### src/rtl/audio_stream_serializer.sv
// audio_stream_serializer: valid/ready sample input, gapless serial output with BIT_DIV clocks per bit.
module audio_stream_serializer #(
  parameter int DATA_W     = 16,
  parameter int BIT_DIV    = 1,
  parameter bit MSB_FIRST  = 1'b1,
  parameter bit IDLE_LEVEL = 1'b0
) (
  input  logic                      clock,
  input  logic                      reset,
  input  logic                      enable,
  input  logic [DATA_W-1:0]         in_data,
  input  logic                      in_valid,
  output logic                      in_ready,
  output logic                      audio_enable,
  output logic                      audio_data,
  output logic                      word_done,
  output logic                      underrun,
  output logic [$clog2(DATA_W)-1:0] bit_count
);
  localparam int CW = $clog2(DATA_W);
  localparam int DW = BIT_DIV > 1 ? $clog2(BIT_DIV) : 1;
  localparam logic [CW-1:0] LAST_BIT = CW'(DATA_W - 1);
  localparam logic [DW-1:0] LAST_DIV = DW'(BIT_DIV - 1);
  typedef enum logic {IDLE, SHIFT} state_t;
  state_t state_q, state_d;
  logic [DATA_W-1:0] hold_q, hold_d, sh_q, sh_d;
  logic hold_full_q, hold_full_d, ad_q, ad_d, done_q, done_d, urun_q, urun_d;
  logic [CW-1:0] cnt_q, cnt_d;
  logic [DW-1:0] div_q, div_d;
  logic xfer, run, step, last, load;
  function automatic logic first_bit(input logic [DATA_W-1:0] w);
    return MSB_FIRST ? w[DATA_W-1] : w[0];
  endfunction
  function automatic logic [DATA_W-1:0] shifted(input logic [DATA_W-1:0] w);
    return MSB_FIRST ? w << 1 : w >> 1;
  endfunction
  always_ff @(posedge clock) begin
    if (reset) begin
      state_q     <= IDLE;
      hold_q      <= '0;
      hold_full_q <= 1'b0;
      sh_q        <= '0;
      ad_q        <= IDLE_LEVEL;
      done_q      <= 1'b0;
      urun_q      <= 1'b0;
      cnt_q       <= '0;
      div_q       <= '0;
    end else begin
      state_q     <= state_d;
      hold_q      <= hold_d;
      hold_full_q <= hold_full_d;
      sh_q        <= sh_d;
      ad_q        <= ad_d;
      done_q      <= done_d;
      urun_q      <= urun_d;
      cnt_q       <= cnt_d;
      div_q       <= div_d;
    end
  end
  always_comb begin
    state_d = state_q;
    if (!enable) state_d = IDLE;
    else if (state_q == IDLE) state_d = hold_full_q ? SHIFT : IDLE;
    else if (step && last && !hold_full_q) state_d = IDLE;
  end
  // A reload at word end lands on the same edge as the last bit retires, so words abut.
  always_comb begin
    xfer        = in_valid && !hold_full_q;
    run         = enable && state_q == SHIFT;
    step        = run && div_q == LAST_DIV;
    last        = cnt_q == LAST_BIT;
    load        = enable && hold_full_q && (state_q == IDLE || (step && last));
    hold_d      = xfer ? in_data : hold_q;
    hold_full_d = xfer || (hold_full_q && !load);
    div_d       = (run && !step && !load) ? div_q + DW'(1) : '0;
    cnt_d       = (!run || load) ? '0 : !step ? cnt_q : last ? '0 : cnt_q + CW'(1);
    sh_d        = load ? shifted(hold_q) : (step && !last) ? shifted(sh_q) : run ? sh_q : '0;
    ad_d        = load ? first_bit(hold_q) : (step && !last) ? first_bit(sh_q) : (run && !step) ? ad_q : IDLE_LEVEL;
    done_d      = step && last;
    urun_d      = step && last && !hold_full_q;
  end
  assign in_ready     = !hold_full_q;
  assign audio_enable = enable;
  assign audio_data   = ad_q;
  assign word_done    = done_q;
  assign underrun     = urun_q;
  assign bit_count    = cnt_q;
endmodule

### config.mk
export PLATFORM = sky130hd
export DESIGN_NAME = audio_stream_serializer
export DESIGN_NICKNAME = d
export VERILOG_FILES = /design/src/rtl/audio_stream_serializer.sv
export SDC_FILE = /design/constraint.sdc
export NUM_CORES = 1
export LEC_CHECK = 0
export ABC_AREA = 0
export BUFFER_PORTS_ARGS = -buffer_cell sky130_fd_sc_hd__buf_2
export CAP_MARGIN = 0
export CORE_MARGIN = 8
export CORE_UTILIZATION = 49
export DETAILED_ROUTE_END_ITERATION = 8
export PLACE_DENSITY = 0.76
export SLEW_MARGIN = 10
export SYNTH_ARGS = -nofsm -noshare
export SYNTH_HDL_FRONTEND = slang
export SYNTH_SLANG_ARGS = --single-unit
### constraint.sdc
create_clock -name clock -period 1.5 [get_ports clock]
set_clock_uncertainty 0.1 [all_clocks]
set_input_delay 0.15 -clock clock [delete_from_list [all_inputs] [get_ports clock]]
set_output_delay 0.15 -clock clock [all_outputs]
set_load 0.03 [all_outputs]
---- After elaboration in Yosys (flattened, before gate mapping) ----
Index checks and enable logic that the tools add are counted.
word-level totals
  flip-flop bits (word level) ............. 41
  output and inout port bits .............. 9
  word-level logic and storage cells ...... 50
cells by class
  add/subtract/negate cells ............... 2
  multiplexer cells ....................... 10
  equal/unequal tests ..................... 3
  bitwise logic cells ..................... 4
  reductions and logical operators ........ 22
operators with widths
  cell                                                              count
  16-bit two-way mux                                                3
  1-bit logical AND                                                 11
  1-bit two-way mux                                                 6
  2-bit OR reduction                                                3
  1-bit logical NOT                                                 5
  4-bit by 1-bit adder with 4-bit output (second input constant)    1
  4-bit == test (second input constant)                             1
  4-bit two-way mux                                                 1
  1-bit NOT                                                         4
  1-bit logical OR                                                  3
  3-bit by 1-bit != test with 1-bit output (second input constant)  1
  3-bit by 2-bit != test with 1-bit output (second input constant)  1
  1-bit adder (second input constant)                               1

---- Logic depth before layout (Yosys ltp) ----
Gate-level depths: netlist of the first run.
  depth in word-level cells ............... 9
  gate-level depth with buffers ........... 7
  depth with buffers taken out ............ 5

---- Least setup slack after synthesis of the first run ----
OpenSTA, ideal clock, no wires.
  path type ............................... register to register
  start ................................... reg cnt_q[0] (netlist: bit_count[0])
  end ..................................... reg sh_q[2]
  path buffers ............................ 2
  setup time .............................. 0.130 ns
  stages on the path, launching flop included .. 8
  arrival ................................. 1.671 ns
  clock period less this slack ............ 1.901 ns
  slack ................................... -0.401 ns
  cell sequence ........................... dfxtp_1 > ha_1 > nand3_2 > and2_1 > buf_6 > buf_8 > a221oi_2 > nor3_2
between the ends
  word-level cells in the longest chain between the ends .. 5
  elaborated cells on any way between the ends .. 9
RTL lines
  element                                                                                          line    source
  start, declared                                                                                  28      logic [CW-1:0] cnt_q, cnt_d;
  start signal, assigned                                                                           56      cnt_q <= cnt_d;
  4-bit == test (*)                                                                                71      last = cnt_q == LAST_BIT;
  1-bit logical AND or 1-bit logical NOT (tied branches)                                           72, 77
  1-bit logical OR or 1-bit logical AND (tied branches)                                            72, 77
  1-bit logical AND or 16-bit two-way mux (tied branches)                                          72, 77
  3-bit by 1-bit != test with 1-bit output (no source line) or 16-bit two-way mux (tied branches)  n/a
  end signal, assigned                                                                             42      sh_q <= '0;
  end signal, assigned                                                                             52      sh_q <= sh_d;
  end, declared                                                                                    26      logic [DATA_W-1:0] hold_q, hold_d, sh_q, sh_d;
Mark *: on every way between the ends. The rest lies on a longest branch, timed or not.
A chain may end at the register's enable or synchronous reset.

---- Final worst setup path of the first run ----
  start ................................... reg cnt_q[0] (netlist: bit_count[0])
  end ..................................... reg sh_q[11]
The elaborated chain is that of the path after synthesis.

==> impl_metrics.json, run 1 <==
{
  "status": "finished, violations left",
  "violations": "setup timing",
  "initial_core_util_pct": 51.22,
  "fin_ws_ns": -0.02937,
  "cts-root-buf": "clkbuf_4",
  "crit_start": "bit_count[0]$_SDFFE_PP0N_",
  "crit_path_start_kind": "register",
  "drt_iter0_markers": 113,
  "ys_ff_latch": 41,
  "vias": 1569,
  "grtUsageTotal_pct": 15.26,
  "pin_count": 29,
  "synthFlopType": "dfxtp_1",
  "grt_pass1_wl_um": 6658,
  "place_hpwl_um": 2737,
  "gp_congestion": 0.8431,
  "dpl-instance-area_um2": 2008,
  "p_leak_uw": 0.0009969,
  "fillers": 252,
  "clock_path_buffers": 2,
  "hp-class": "input port to register",
  "die-area_um2": 5634,
  "grt_overflow": 0,
  "maxCapViolations": 0,
  "max_freq_ghz": 0.6539,
  "ys_warn_count": 0,
  "fin_crit_ns": 1.529,
  "die_h_um": 75.06,
  "rsz0062_at_grt": "true",
  "syn_area_um2": 1709,
  "grt_pass1_vias": 1535,
  "post-route-period-util_pct": 102.0,
  "synth_seq_area_share_pct": 48.02,
  "drc": 0,
  "n_antenna_cell": 0,
  "fin_util_pct": 70.98,
  "cts.htree.levels": 2,
  "async_flop_share_pct": 0,
  "totalWireLength_um": 4377,
  "insertion_delay_ns": 0.35,
  "cts_tree": "yes",
  "endpoint": "sh_q[11]$_SDFFE_PP0P_",
  "cts_made_buffers": 5,
  "r2r_start": "bit_count[0]$_SDFFE_PP0N_",
  "endpoint_kind": "register",
  "timing.rr.end": "sh_q[11]$_SDFFE_PP0P_",
  "clk_pin_slew_ns": 0.12,
  "vias_per_cell": 5.265,
  "synth_area_leaders": "dfxtp_1 (48%), nand2_1 (8.3%), a221oi_2 (7.9%), a21oi_1 (5.3%), nor2_1 (4.8%)",
  "path_max_fanout": 9,
  "timing.final.max_slew_violations": 0,
  "avgSynthCellArea_um2": 9.091,
  "drive_gt1_share_pct": 34.13,
  "drtAntennaViolNets": 0,
  "core-area_um2": 3337,
  "final_common_cell": "nand2_1",
  "grt_max_degree": 19,
  "most-common-layout-cells": "nand2_1 (38), dfxtp_1 (34), buf_2 (27), nor2_1 (21), buf_4 (20)",
  "final_cells": 298,
  "num_rows": 21,
  "ys_types": 37,
  "synth.top_cell.area_share_pct": 48.02,
  "area_delta_synth_final_pct": 38.58,
  "post-place-cells": 266,
  "final_nets": 272,
  "irDropWorstVdd_mv": 0.7229,
  "drt-wirelength-per-cell_um": 14.69,
  "synth_edf_count": 0,
  "worstPathRequired_ns": 1.65,
  "finalSetupViolCount": 7,
  "power.density_nw_per_um2": 888.1,
  "ff2ff_path_depth": 7,
  "dr.pass1.iters": 5,
  "die_x_um": 75.06,
  "antenna_found_initial": 0,
  "r2r_slack_ns": -0.03,
  "hold_ws_ns": 0.09216,
  "cp.arrival_ns": 1.68,
  "port-buffer-count": 28,
  "hold_violations": 0,
  "syn_inst": 188,
  "whs_path_depth": 5,
  "cts_num_sinks": 41,
  "worstSetupPathType": "register to register",
  "fin_area_um2": 2369,
  "synthesis.nets": 209,
  "yosysTopAreaCell": "dfxtp_1"
}
-- stage by stage --
step / setup TNS, ns / total power [µW] / setup slack (ns)
after floorplan: -0.5768 / 1293 / -0.09172
after global placement: 0 / 1367 / 0.05707
after detailed placement: -0.0009991 / 1373 / -0.0009991
after CTS: -0.02033 / 2085 / -0.01278
after global routing: -0.8282 / 2198 / -0.09629
final: -0.1292 / 2103 / -0.02937
-- synthesized netlist by cell type, types with 2 or more instances --
library cell / instances
clkbuf_1: 7
dfxtp_1: 41
nor3_1: 15
nor2_1: 22
a221oi_1: 5
a22oi_1: 2
nand3_1: 2
nand2_1: 38
a221oi_2: 9
a21oi_1: 18
buf_6: 3
-- worst max-delay path, cell delays in order (launching register included) --
cell,delay (ns)
dfxtp_4,0.37
ha_4,0.18
nand4b_4,0.10
a21oi_4,0.07
buf_12,0.13
buf_12,0.14
a221oi_2,0.26
nor3_1,0.07
-- cells by family (layout without fill, tap and decap cells) --
kind of cell | Yosys count | count (layout) | synth area share (%)
AO/OA/AOI/OAI | 40 | 40 | 20.64
XOR/XNOR | 1 | 1 | 0.5125
adder cells (fa/ha/maj) | 1 | 1 | 0.7319
buffers and inverters | 15 | 79 | 5.563
flip-flops | 41 | 41 | 48.02
multiplexers | 1 | 1 | 0.5857
other | 1 | 1 | 0.2194
AND/OR/NAND/NOR | 88 | 88 | 23.72
-- layout make-up --
| type | count | area (µm²) | share of cell area (%) |
|---|---|---|---|
| Tap cell | 46 | 57.56 | 2.430 |
| Multi-Input combinational cell | 132 | 838.3 | 35.39 |
| Clock buffer | 7 | 76.32 | 3.222 |
| Timing Repair Buffer | 70 | 548.0 | 23.14 |
| Sequential cell | 41 | 837.1 | 35.34 |
| Inverter | 1 | 3.754 | 0.1585 |
| Clock inverter | 1 | 7.507 | 0.3170 |
-- metal layers --
layer  vias to the layer above  part of all wire [%]  GRT usage (%)
met5                         -                     0              0
met4                         0                   2.1          4.565
met3                         8                   5.6          4.927
met2                        46                    50          27.45
met1                       728                    42          16.43
li1                        787                     -              -
-- power by group --
group / total [µW] / internal [µW] / switching (µW) / leakage (µW)
Combinational: 257 / 132 / 125 / 0.000617
Clock: 691 / 329 / 362 / 0.0000427
Sequential: 1160 / 1120 / 32.8 / 0.000337
Total: 2100 / 1580 / 519 / 0.000997
-- sequential cells by signal, summed over array words and instances, names as in the netlist --
signal / count
state_q: 1
underrun: 1
hold_q: 16
bit_count: 4
audio_data: 1
div_q: 1
hold_full_q: 1
word_done: 1
sh_q: 15
-- worst min-delay path by stage --
stage                           endpoint        start
2_1_floorplan     hold_q[0]$_SDFFE_PP0P_   in_data[0]
3_3_place_gp     hold_q[11]$_SDFFE_PP0P_  in_data[11]
3_5_place_dp      hold_q[2]$_SDFFE_PP0P_   in_data[2]
4_1_cts               state_q$_SDFF_PP0_       enable
5_1_grt        bit_count[2]$_SDFFE_PP0N_        reset
6_report       bit_count[1]$_SDFFE_PP0N_        reset
-- what timing repair did --
item / 4_1_cts / 5_1_grt
setup endpoints to repair: 3 / 14
cloned: 0 / 1
endpoints found under the hold margin: 17 / 1
hold buffers: 17 / 1
resized for setup: 3 / 13
setup buffers: 0 / 5
pin swaps: 0 / 16
No activity file was read; power rests on OpenSTA's default activity.
==> run 2, diff against run 1 <==
- RECOVER_POWER: not set -> 25
==> run 2 against run 1 <==
The run still ends with setup timing left. Non-clock buffer count unchanged. Setup slack improved by 0.00094 ns. Core utilization decreased by 0.15 points. Clock power about the same. Wire length increased by 0.37%. Via count increased by 0.70%.
==> impl_metrics.json, run 2 (same netlist as run 1, synthesis figures left out) <==
{
  "drt-wirelength-per-cell_um": 14.74,
  "die_h_um": 75.06,
  "insertion_delay_ns": 0.35,
  "vias": 1580,
  "most-common-layout-cells": "nand2_1 (38), dfxtp_1 (34), buf_2 (23), nor2_1 (21), buf_4 (20)",
  "place_hpwl_um": 2737,
  "path_max_fanout": 9,
  "dr.pass1.iters": 5,
  "hold_ws_ns": 0.08986,
  "drc": 0,
  "grt_overflow": 0,
  "ff2ff_path_depth": 7,
  "finalSetupTns_ns": -0.1327,
  "crit_start": "bit_count[0]$_SDFFE_PP0N_",
  "clock_path_buffers": 2,
  "finalSetupViolCount": 7,
  "largest-register": "hold_q",
  "final_nets": 272,
  "status": "finished, violations left",
  "critPathTopFamily": "flip-flops",
  "cp_slowest_cell": "dfxtp_4",
  "fin_crit_ns": 1.528,
  "largest_reg_flops": 16,
  "gp_congestion": 0.8431,
  "cts.htree.levels": 2,
  "grt_pass1_wl_um": 6658,
  "irDropWorstVdd_mv": 0.7224,
  "n_antenna_cell": 0,
  "port-buffer-count": 28,
  "clk_pin_slew_ns": 0.12,
  "totalWireLength_um": 4393,
  "path_cells": "ha_4, nand4b_4, a21oi_4, buf_12, buf_12, a221oi_2, nor3_1",
  "hp-class": "input port to register",
  "timing.rr.end": "sh_q[11]$_SDFFE_PP0P_",
  "vias_per_cell": 5.302,
  "post-route-period-util_pct": 101.9,
  "maxCapViolations": 0,
  "fin_area_um2": 2364,
  "drive_gt1_share_pct": 32.54,
  "grt_max_degree": 19,
  "endpoint": "sh_q[11]$_SDFFE_PP0P_",
  "drtAntennaViolNets": 0,
  "r2r_slack_ns": -0.03,
  "dpl-instance-area_um2": 2008,
  "r2r_start": "bit_count[0]$_SDFFE_PP0N_",
  "die-area_um2": 5634,
  "p_leak_uw": 0.0009809,
  "p_total_uw": 2102,
  "endpoint_kind": "register",
  "area_delta_synth_final_pct": 38.29,
  "path_depth": 7,
  "timing.final.max_slew_violations": 0,
  "grtUsageTotal_pct": 15.26,
  "die_x_um": 75.06,
  "pin_count": 29,
  "hold_violations": 0,
  "worstPathRequired_ns": 1.65,
  "cts-root-buf": "clkbuf_4",
  "cp_num_buf_inv": 2,
  "fin_ws_ns": -0.02843,
  "power.density_nw_per_um2": 889.5,
  "cts_tree": "yes",
  "worstSetupPathType": "register to register",
  "core-area_um2": 3337,
  "cp.arrival_ns": 1.67,
  "critical-path-max-stage-delay_ns": 0.37,
  "grt_pass1_vias": 1535,
  "rsz0062_at_grt": "true",
  "cts_made_buffers": 5,
  "antenna_found_initial": 0,
  "crit_top_cell": "buf_12",
  "fin_util_pct": 70.83,
  "num_rows": 21,
  "final_common_cell": "nand2_1",
  "cts_num_sinks": 41,
  "max_freq_ghz": 0.6543,
  "drt_iter0_markers": 108,
  "violations": "setup timing",
  "initial_core_util_pct": 51.22,
  "crit_path_start_kind": "register"
}
[run 2: cell count changes in the layout (fill, tap and decap cells not counted)]
cell | before | now
clkbuf_1 | 0 | 4
buf_2 | 27 | 23
[run 2: where the power goes]
| group | internal (µW) | switching (µW) |
|---|---|---|
| logic | 132 | 125 |
| registers | 1120 | 32.9 |
| clock network | 329 | 361 |
[run 2: what timing repair did]
| action | CTS | global route |
|---|---|---|
| hold buffers | 17 | 1 |
| endpoints found under the hold margin | 17 | 1 |
| pin swaps | 0 | 16 |
| setup endpoints to repair | 3 | 14 |
| gates resized for setup | 3 | 13 |
| setup buffers | 0 | 5 |
| gates cloned | 0 | 1 |
[run 2: cell type report]
cell class	count	area, µm²
Fill cell	256	973.4
Sequential cell	41	837.1
Multi-Input combinational cell	132	838.3
Tap cell	46	57.56
Clock inverter	1	7.507
Timing Repair Buffer	70	543.0
Clock buffer	7	76.32
Inverter	1	3.754
[run 2: worst reg2reg max path, delay by kind of cell, from the launching register on]
family,cells,cell delay [ns]
AO/OA/AOI/OAI,2,0.33
flip-flops,1,0.37
buffers and inverters,2,0.28
adder cells (fa/ha/maj),1,0.18
AND/OR/NAND/NOR,2,0.17
[run 2: worst min path at each step]
stage               depth (start not counted)                        end         from
floorplan                                   2     hold_q[0]$_SDFFE_PP0P_   in_data[0]
global placement                            3    hold_q[11]$_SDFFE_PP0P_  in_data[11]
detailed placement                          3     hold_q[2]$_SDFFE_PP0P_   in_data[2]
CTS                                         2         state_q$_SDFF_PP0_       enable
global route                                5  bit_count[2]$_SDFFE_PP0N_        reset
finish                                      5  bit_count[1]$_SDFFE_PP0N_        reset
[run 2: metal layers]
metal / vias up / wire (µm) / track usage (%)
met4: 0 / 87 / 4.565
met2: 46 / 2198 / 27.45
li1: 788 / - / -
met5: - / 0 / 0
met1: 738 / 1865 / 16.43
met3: 8 / 242 / 4.927
[run 2: stage by stage]
| stage | setup WS [ns] | instances |
|---|---|---|
| 2_1_floorplan | -0.09172 | 188 |
| 3_3_place_gp | 0.05707 | 266 |
| 3_5_place_dp | -0.0009991 | 266 |
| 4_1_cts | -0.01278 | 291 |
| 5_1_grt | -0.09666 | 298 |
| 6_report | -0.02843 | 298 |
